<file path="config.mk">
export PLATFORM = sky130hd
export DESIGN_NAME = wb_writer
export DESIGN_NICKNAME = d
export VERILOG_FILES = /design/src/rtl/wb_writer.sv
export SDC_FILE = /design/constraint.sdc
export NUM_CORES = 1
export LEC_CHECK = 0
export CORE_ASPECT_RATIO = 0.75
export CORE_UTILIZATION = 40
export DETAILED_ROUTE_END_ITERATION = 6
export PLACE_DENSITY = 0.68
export RECOVER_POWER = 25
export SYNTH_ARGS = -nofsm -noshare
export SYNTH_HDL_FRONTEND = slang
export SYNTH_SLANG_ARGS = --single-unit
</file>
<file path="constraint.sdc">
create_clock -name clk -period 5.7 [get_ports clk]
set_clock_uncertainty 0.15 [all_clocks]
set_input_delay 1.71 -clock clk [delete_from_list [all_inputs] [get_ports clk]]
set_output_delay 1.71 -clock clk [all_outputs]
set_load 0.02 [all_outputs]
</file>
<file path="src/rtl/wb_writer.sv">
// Writeback driver: merges the load channel and a FIFO-buffered ALU channel into one registered register-file write.
// Optional WB_WRITER_FWD_EN adds same-edge read/write forwarding outputs for the two decode read ports.
module wb_writer #(
  parameter int DEPTH = 2
) (
  input  logic        clk,
  input  logic        rst_n,
  input  logic        alu_valid,
  output logic        alu_ready,
  input  logic [4:0]  alu_rd,
  input  logic [31:0] alu_data,
  input  logic        ld_valid,
  input  logic [4:0]  ld_rd,
  input  logic [31:0] ld_word,
  input  logic [1:0]  ld_off,
  input  logic [2:0]  ld_type,
`ifdef WB_WRITER_FWD_EN
  input  logic [4:0]  rs,
  input  logic [4:0]  rt,
  output logic        fwd_a_hit,
  output logic        fwd_b_hit,
  output logic [31:0] fwd_a_data,
  output logic [31:0] fwd_b_data,
`endif
  output logic        regwrite,
  output logic [4:0]  rd,
  output logic [31:0] writedata,
  output logic        busy
);

  localparam int AW = (DEPTH > 1) ? $clog2(DEPTH) : 1;
  localparam int CW = $clog2(DEPTH + 1);
  localparam logic [CW-1:0] FULL     = CW'(DEPTH);
  localparam logic [AW-1:0] LAST_PTR = AW'(DEPTH - 1);

  logic [4:0]    fifo_rd   [DEPTH];
  logic [31:0]   fifo_data [DEPTH];
  logic [AW-1:0] wr_ptr;
  logic [AW-1:0] rd_ptr;
  logic [CW-1:0] count;

  logic        fifo_empty;
  logic        accept;
  logic        push;
  logic        pop;
  logic [7:0]  ld_byte;
  logic [15:0] ld_half;
  logic [31:0] ld_fmt;

  assign fifo_empty = (count == '0);
  assign alu_ready  = rst_n & (count != FULL);
  assign accept     = alu_valid & alu_ready;
  // An accepted beat only skips the FIFO when nothing else owns the write port this cycle.
  assign push       = accept & (ld_valid | ~fifo_empty);
  assign pop        = ~ld_valid & ~fifo_empty;
  assign busy       = ~fifo_empty | regwrite;

  always_comb begin
    ld_byte = 8'h00;
    case (ld_off)
      2'd0:    ld_byte = ld_word[7:0];
      2'd1:    ld_byte = ld_word[15:8];
      2'd2:    ld_byte = ld_word[23:16];
      default: ld_byte = ld_word[31:24];
    endcase
    ld_half = ld_off[1] ? ld_word[31:16] : ld_word[15:0];
    case (ld_type)
      3'd1:    ld_fmt = {{16{ld_half[15]}}, ld_half};
      3'd2:    ld_fmt = {16'h0000, ld_half};
      3'd3:    ld_fmt = {{24{ld_byte[7]}}, ld_byte};
      3'd4:    ld_fmt = {24'h000000, ld_byte};
      default: ld_fmt = ld_word;
    endcase
  end

  // Storage carries no reset; validity is tracked entirely by count.
  always_ff @(posedge clk) begin
    if (push) begin
      fifo_rd[wr_ptr]   <= alu_rd;
      fifo_data[wr_ptr] <= alu_data;
    end
  end

  always_ff @(posedge clk or negedge rst_n) begin
    if (!rst_n) begin
      wr_ptr    <= '0;
      rd_ptr    <= '0;
      count     <= '0;
      regwrite  <= 1'b0;
      rd        <= 5'd0;
      writedata <= 32'h0;
    end else begin
      if (push) wr_ptr <= (wr_ptr == LAST_PTR) ? '0 : wr_ptr + 1'b1;
      if (pop)  rd_ptr <= (rd_ptr == LAST_PTR) ? '0 : rd_ptr + 1'b1;
      case ({push, pop})
        2'b10:   count <= count + 1'b1;
        2'b01:   count <= count - 1'b1;
        default: count <= count;
      endcase

      if (ld_valid) begin
        regwrite  <= (ld_rd != 5'd0);
        rd        <= ld_rd;
        writedata <= ld_fmt;
      end else if (!fifo_empty) begin
        regwrite  <= (fifo_rd[rd_ptr] != 5'd0);
        rd        <= fifo_rd[rd_ptr];
        writedata <= fifo_data[rd_ptr];
      end else if (accept) begin
        regwrite  <= (alu_rd != 5'd0);
        rd        <= alu_rd;
        writedata <= alu_data;
      end else begin
        regwrite  <= 1'b0;
      end
    end
  end

`ifdef WB_WRITER_FWD_EN
  // The register file returns the old value on a same-edge read, so bypass the in-flight write.
  assign fwd_a_hit  = regwrite & (rd != 5'd0) & (rd == rs);
  assign fwd_b_hit  = regwrite & (rd != 5'd0) & (rd == rt);
  assign fwd_a_data = fwd_a_hit ? writedata : 32'h0;
  assign fwd_b_data = fwd_b_hit ? writedata : 32'h0;
`endif

endmodule

</file>
## Word-level counts from Yosys, hierarchy flattened

Memory sizes are Yosys's and may differ from the RTL's.
Index checks and enable logic that the tools add are counted.

| storage, ports and cells | value |
|---|---|
| output and inout port bits | 40 |
| register bits | 42 |
| memories | 2 |
| memory bits (writable) | 74 |
| input port bits | 83 |
| word-level logic and storage cells | 53 |

Memories:

| name | words | bits a word | rd ports | clocked after memory_dff | wr ports | RTL line | text |
|---|---|---|---|---|---|---|---|
| fifo_data | 2 | 32 | 1 | 0 | 1 | 37 | `logic [31:0] fifo_data [DEPTH];` |
| fifo_rd | 2 | 5 | 1 | 0 | 1 | 36 | `logic [4:0] fifo_rd [DEPTH];` |

| operators by class | value |
|---|---|
| mux-type cells | 17 |
| add/subtract/negate cells | 4 |
| equal/unequal tests | 10 |
| bitwise gates (word level) | 8 |
| reductions and logical operators | 6 |

Operator list:

| operator | number |
|---|---|
| 32-bit one-hot mux with 4 select lines | 1 |
| 32-bit two-way mux | 3 |
| 8-bit one-hot mux with 3 select lines | 1 |
| 16-bit two-way mux | 1 |
| 5-bit two-way mux | 3 |
| 5-bit nonzero test | 3 |
| 1-bit two-way mux | 7 |
| 3-bit by 2-bit equality test with 1-bit output (second input constant) | 2 |
| 1-bit bitwise AND | 4 |
| 2-bit by 1-bit equality test with 1-bit output (second input constant) | 2 |
| 2-bit equality test (second input constant) | 2 |
| 2-bit logical NOT | 2 |
| 2-bit one-hot mux with 2 select lines | 1 |
| 3-bit by 1-bit equality test with 1-bit output (second input constant) | 1 |
| 3-bit equality test (second input constant) | 1 |
| 3-bit by 2-bit != test with 1-bit output (second input constant) | 1 |
| 1-bit adder (second input constant) | 2 |
| 2-bit by 1-bit adder with 2-bit output (second input constant) | 1 |
| 2-bit != test (second input constant) | 1 |
| 1-bit inverter | 2 |
| 1-bit OR | 2 |
| 2-bit nonzero test | 1 |
| 2-bit by 1-bit subtractor with 2-bit output (second input constant) | 1 |

## Depth between registers and ports, before layout

| logic depth | value |
|---|---|
| word-level depth | 6 |
| mapped depth | 8 |
| depth with buffers taken out | 7 |

## Worst setup path before layout

Ideal clock, no wire load.

| timing path | value |
|---|---|
| path kind | input to register |
| start | input port ld_valid |
| end | memory fifo_data[0][0], enable pin |
| buffers on the path | 1 |
| setup slack | 1.082 ns |
| data required time | 5.119 ns |
| library setup time | 0.431 ns |
| cell stages on the path | 5 |
| arrival | 4.037 ns |
| path through | buf_2 > clkinv_1 > o21ai_0 > nand3_1 > nor2_1 |

| between the ends | value |
|---|---|
| cells in the longest elaborated chain, start to end | 4 |

Ends and longest elaborated chain:

| element | RTL line | text |
|---|---|---|
| start, declared | 12 | `input logic ld_valid,` |
| 1-bit OR | 54 | `assign push = accept & (ld_valid \| ~fifo_empty);` |
| 1-bit bitwise AND | 54 |  |
| 1-bit two-way mux | 78 | `if (push) begin` |
| 1-bit two-way mux (not written as such) | 80 | `fifo_data[wr_ptr] <= alu_data;` |
| end, declared | 37 |  |

Every way passes these cells.

## Final worst setup path

| timing path | value |
|---|---|
| start | input port rst_n |
| end | output port alu_ready |

| between the ends | value |
|---|---|
| cells in the longest elaborated chain, start to end | 1 |

Ends and longest elaborated chain:

| element | RTL line | text |
|---|---|---|
| start, declared | 7 | `input logic rst_n,` |
| 1-bit bitwise AND | 51 | `assign alu_ready = rst_n & (count != FULL);` |
| end, declared | 9 | `output logic alu_ready,` |

Every way passes these cells.

==> impl_summary.log <==
[metrics] hold violation count in the final report: 0
[metrics] synthesized area per cell: 11.46 um2
[metrics] CTS H-tree lvls: 4
[metrics] # fillers: 1243
[metrics] Hold WC Path Type: flip-flop to flip-flop
[metrics] Clk pin slew, worst setup/hold paths: 50 ps
[metrics] leading area contributor after synthesis: sky130_fd_sc_hd__edfxtp_1
[metrics] post-synthesis instance area: 6075 um2
[metrics] DRC violations left: 0
[metrics] total overflow reported by the global router: 0
[metrics] width of the die: 144.3 um
[metrics] count of TritonRoute iterations in the first routing pass: 5
[metrics] max cap viols: 0
[metrics] number of placement rows: 38
[metrics] number of vias per cell after detailed routing: 5.980
[metrics] layout cell share with drive strength beyond 1: 10.14%
[metrics] placed insts: 819
[metrics] flip-flop and latch count after synthesis: 116
[metrics] min cycle time layout: 4664 ps
[metrics] ys async rst share: 36.21%
[metrics] RSZ-0062 raised after global routing: no
[metrics] # Post-CTS Setup Buffers: 0
[metrics] synthesis-to-layout area growth: 33.18%
[metrics] run status: complete, no violations
[metrics] initial detailed-routing violation count: 470
[metrics] EDFF count, synth: 74
[metrics] area inside the core boundary: 14640 um2
[metrics] share of the yosys chip area belonging to registers: 53.88%
[metrics] cell types with the largest area share after synthesis: sky130_fd_sc_hd__edfxtp_1 37%, sky130_fd_sc_hd__dfrtp_1 17%, sky130_fd_sc_hd__mux2i_1 5.8%
[metrics] critical path start-end classification: primary input to primary output
[metrics] P_leak: 0.002934 uW
[metrics] worst setup slack for register-to-register paths: 2850 ps
[metrics] cts bufs inserted: 17
[metrics] Diodes inserted: 0
[metrics] total of hold buffers inserted after clock tree synthesis: 0
[metrics] # setup viols final: 0
[metrics] count of cell types in the netlist: 68
[metrics] Slew headroom: 41.37%
[metrics] clk buf depth: 2
[metrics] pin count of the biggest net entering global routing: 46
[metrics] category of the worst setup path launch point: primary input
[metrics] commonest non-fill, non-tap cells in the layout: 106 x sky130_fd_sc_hd__clkdlybuf4s50_1, 74 x sky130_fd_sc_hd__edfxtp_1, 45 x sky130_fd_sc_hd__a21oi_1
[metrics] arrival time at the worst endpoint: 2800 ps
[metrics] register cell area after layout: 3274 um2
[metrics] power density cells: 466.9 nW/um2
[metrics] master cell of the clock root buffer: sky130_fd_sc_hd__clkbuf_16
[metrics] number of port buffers: 122
[metrics] remaining antenna violation count after routing: 0
[metrics] number of ports placed on the die boundary: 123
[metrics] number of antenna violations at the first check in global routing: 0
[metrics] most common cell after layout, fill and taps aside: sky130_fd_sc_hd__clkdlybuf4s50_1
[metrics] Clock Latency Late Sink: 400 ps
[metrics] required time reported for the critical path endpoint: 3840 ps
[metrics] vias post-DR: 5089
[metrics] total negative slack: 0 ps
[metrics] # resized after CTS: 0
[metrics] largest fanout on the critical path: 2
[metrics] global-route wire length before repair: 27.23 mm
[metrics] half-perimeter wire length after detailed placement: 12.21 mm
[metrics] Synth Instances: 530
[metrics] GP Congestion: 0.9163
[metrics] GRT Util Overall: 23.56%
[metrics] Worst Max-Slew Pin Slew: 879.4 ps
[metrics] Crit. End Element: primary output
[metrics] Num Clock Sinks: 116
[metrics] dominant synthesized flop cell: sky130_fd_sc_hd__edfxtp_1
[metrics] net count after synthesis: 614
[metrics] detailed-route wire length: 17.75 mm
[metrics] area taken by multi-input logic gates: 2567 um2
[metrics] Period Utilization, post-route: 81.82%
[metrics] Vert. Die Dim: 108.7 um
[metrics] final std cells w/o fill: 851
[metrics] total power after layout: 3777 uW
[metrics] yosys warns: 0
[metrics] fraction of post-synthesis cell area in the top cell type by area: 36.58%
[metrics] TritonCTS clock tree: done
[metrics] average wire per standard cell: 20.85 um
[metrics] full die area: 15690 um2
[metrics] highest clock frequency the design can meet: 214.4 MHz
[metrics] starting density of the core: 41.48%
[metrics] vias in the first global route: 4816
[metrics] count of nets after finishing: 722
[metrics] Slew Limit Fails: 0
[metrics] IR drop worst, VDD: 237.0 uV
kinds of logic after synthesis:
group                    share of synthesized area [%]
AO/OA/AOI/OAI                                    20.39
AND/OR/NAND/NOR                                  10.77
flip-flops                                       53.88
buffers and inverters                            4.140
multiplexers                                     9.475
XOR/XNOR                                         1.133
adder cells (fa/ha/maj)                         0.2059
critical path, cell delays in order:
cell and delay, ps:
sky130_fd_sc_hd__clkbuf_1 160, sky130_fd_sc_hd__a21boi_0 270, sky130_fd_sc_hd__clkdlybuf4s50_1 660
metrics by stage:
stage	setup WS (ps)	area [um2]	hold WS, ps	util, %
floorplan	1082	6075	318.1	-
global placement	1054	7428	318.0	50.73
CTS	1053	8092	356.4	55.25
detailed placement	1071	7428	342.9	50.73
finish	1036	8090	350.1	55.25
global route	982.0	8090	376.8	55.25
metal layers:
layer	track usage [%]	vias up	part of all wire (%)
met5	0	-	0
met1	35.23	2515	45
met2	34.86	266	45
met4	6.767	0	1.2
li1	-	2287	-
met3	4.040	21	8.8
worst paths after layout:
kind / startpoint / cells after the start / end
hold / removal: writedata[24] / 2 / writedata[24]
setup / recovery: rst_n / 3 / alu_ready
min in group asynchronous: rst_n / 2 / regwrite
max in group asynchronous: rst_n / 2 / rd_ptr
setup reg to reg: count[0] / 5 / fifo_data[0][10]
hold reg to reg: writedata[24] / 2 / writedata[24]
flip-flops by register name (all words and copies together) (netlist names):
name and flops:
fifo_data 64, writedata 32, regwrite 1, rd_ptr 1
fifo_rd 10, count 2, wr_ptr 1, rd 5
cell type report:
cell class	instances	share of cell area [%]
multi-input combinational	359	31.74
clock buffer	24	6.078
sequential	116	40.47
inverter	12	0.5568
clock inverter	8	2.119
tap	200	3.093
timing repair buffer	132	15.94
cell usage after synthesis, types with 4 or more instances:
| cell | instances |
|---|---|
| sky130_fd_sc_hd__o22ai_1 | 6 |
| sky130_fd_sc_hd__a211oi_1 | 8 |
| sky130_fd_sc_hd__o211ai_1 | 5 |
| sky130_fd_sc_hd__a31oi_1 | 10 |
| sky130_fd_sc_hd__a2bb2oi_1 | 17 |
| sky130_fd_sc_hd__o31ai_1 | 6 |
| sky130_fd_sc_hd__a21oi_1 | 45 |
| sky130_fd_sc_hd__mux2_2 | 6 |
| sky130_fd_sc_hd__nand3b_1 | 7 |
| sky130_fd_sc_hd__inv_1 | 11 |
| sky130_fd_sc_hd__buf_4 | 5 |
| sky130_fd_sc_hd__nor2_1 | 39 |
| sky130_fd_sc_hd__a22oi_1 | 4 |
| sky130_fd_sc_hd__or3_1 | 7 |
| sky130_fd_sc_hd__mux4_2 | 6 |
| sky130_fd_sc_hd__o21ai_0 | 8 |
| sky130_fd_sc_hd__o221ai_1 | 17 |
| sky130_fd_sc_hd__nor2b_1 | 4 |
| sky130_fd_sc_hd__nand2_1 | 39 |
| sky130_fd_sc_hd__clkbuf_1 | 16 |
| sky130_fd_sc_hd__xnor2_1 | 5 |
| sky130_fd_sc_hd__edfxtp_1 | 74 |
| sky130_fd_sc_hd__nor3_1 | 16 |
| sky130_fd_sc_hd__dfrtp_1 | 42 |
| sky130_fd_sc_hd__mux2i_1 | 35 |
| sky130_fd_sc_hd__nand2b_1 | 5 |
| sky130_fd_sc_hd__buf_2 | 21 |
power breakdown:
part	switching (uW)	internal, uW
combinational	712	582
clock	363	822
sequential	198	1100
No activity file was read; power rests on OpenSTA's default activity.
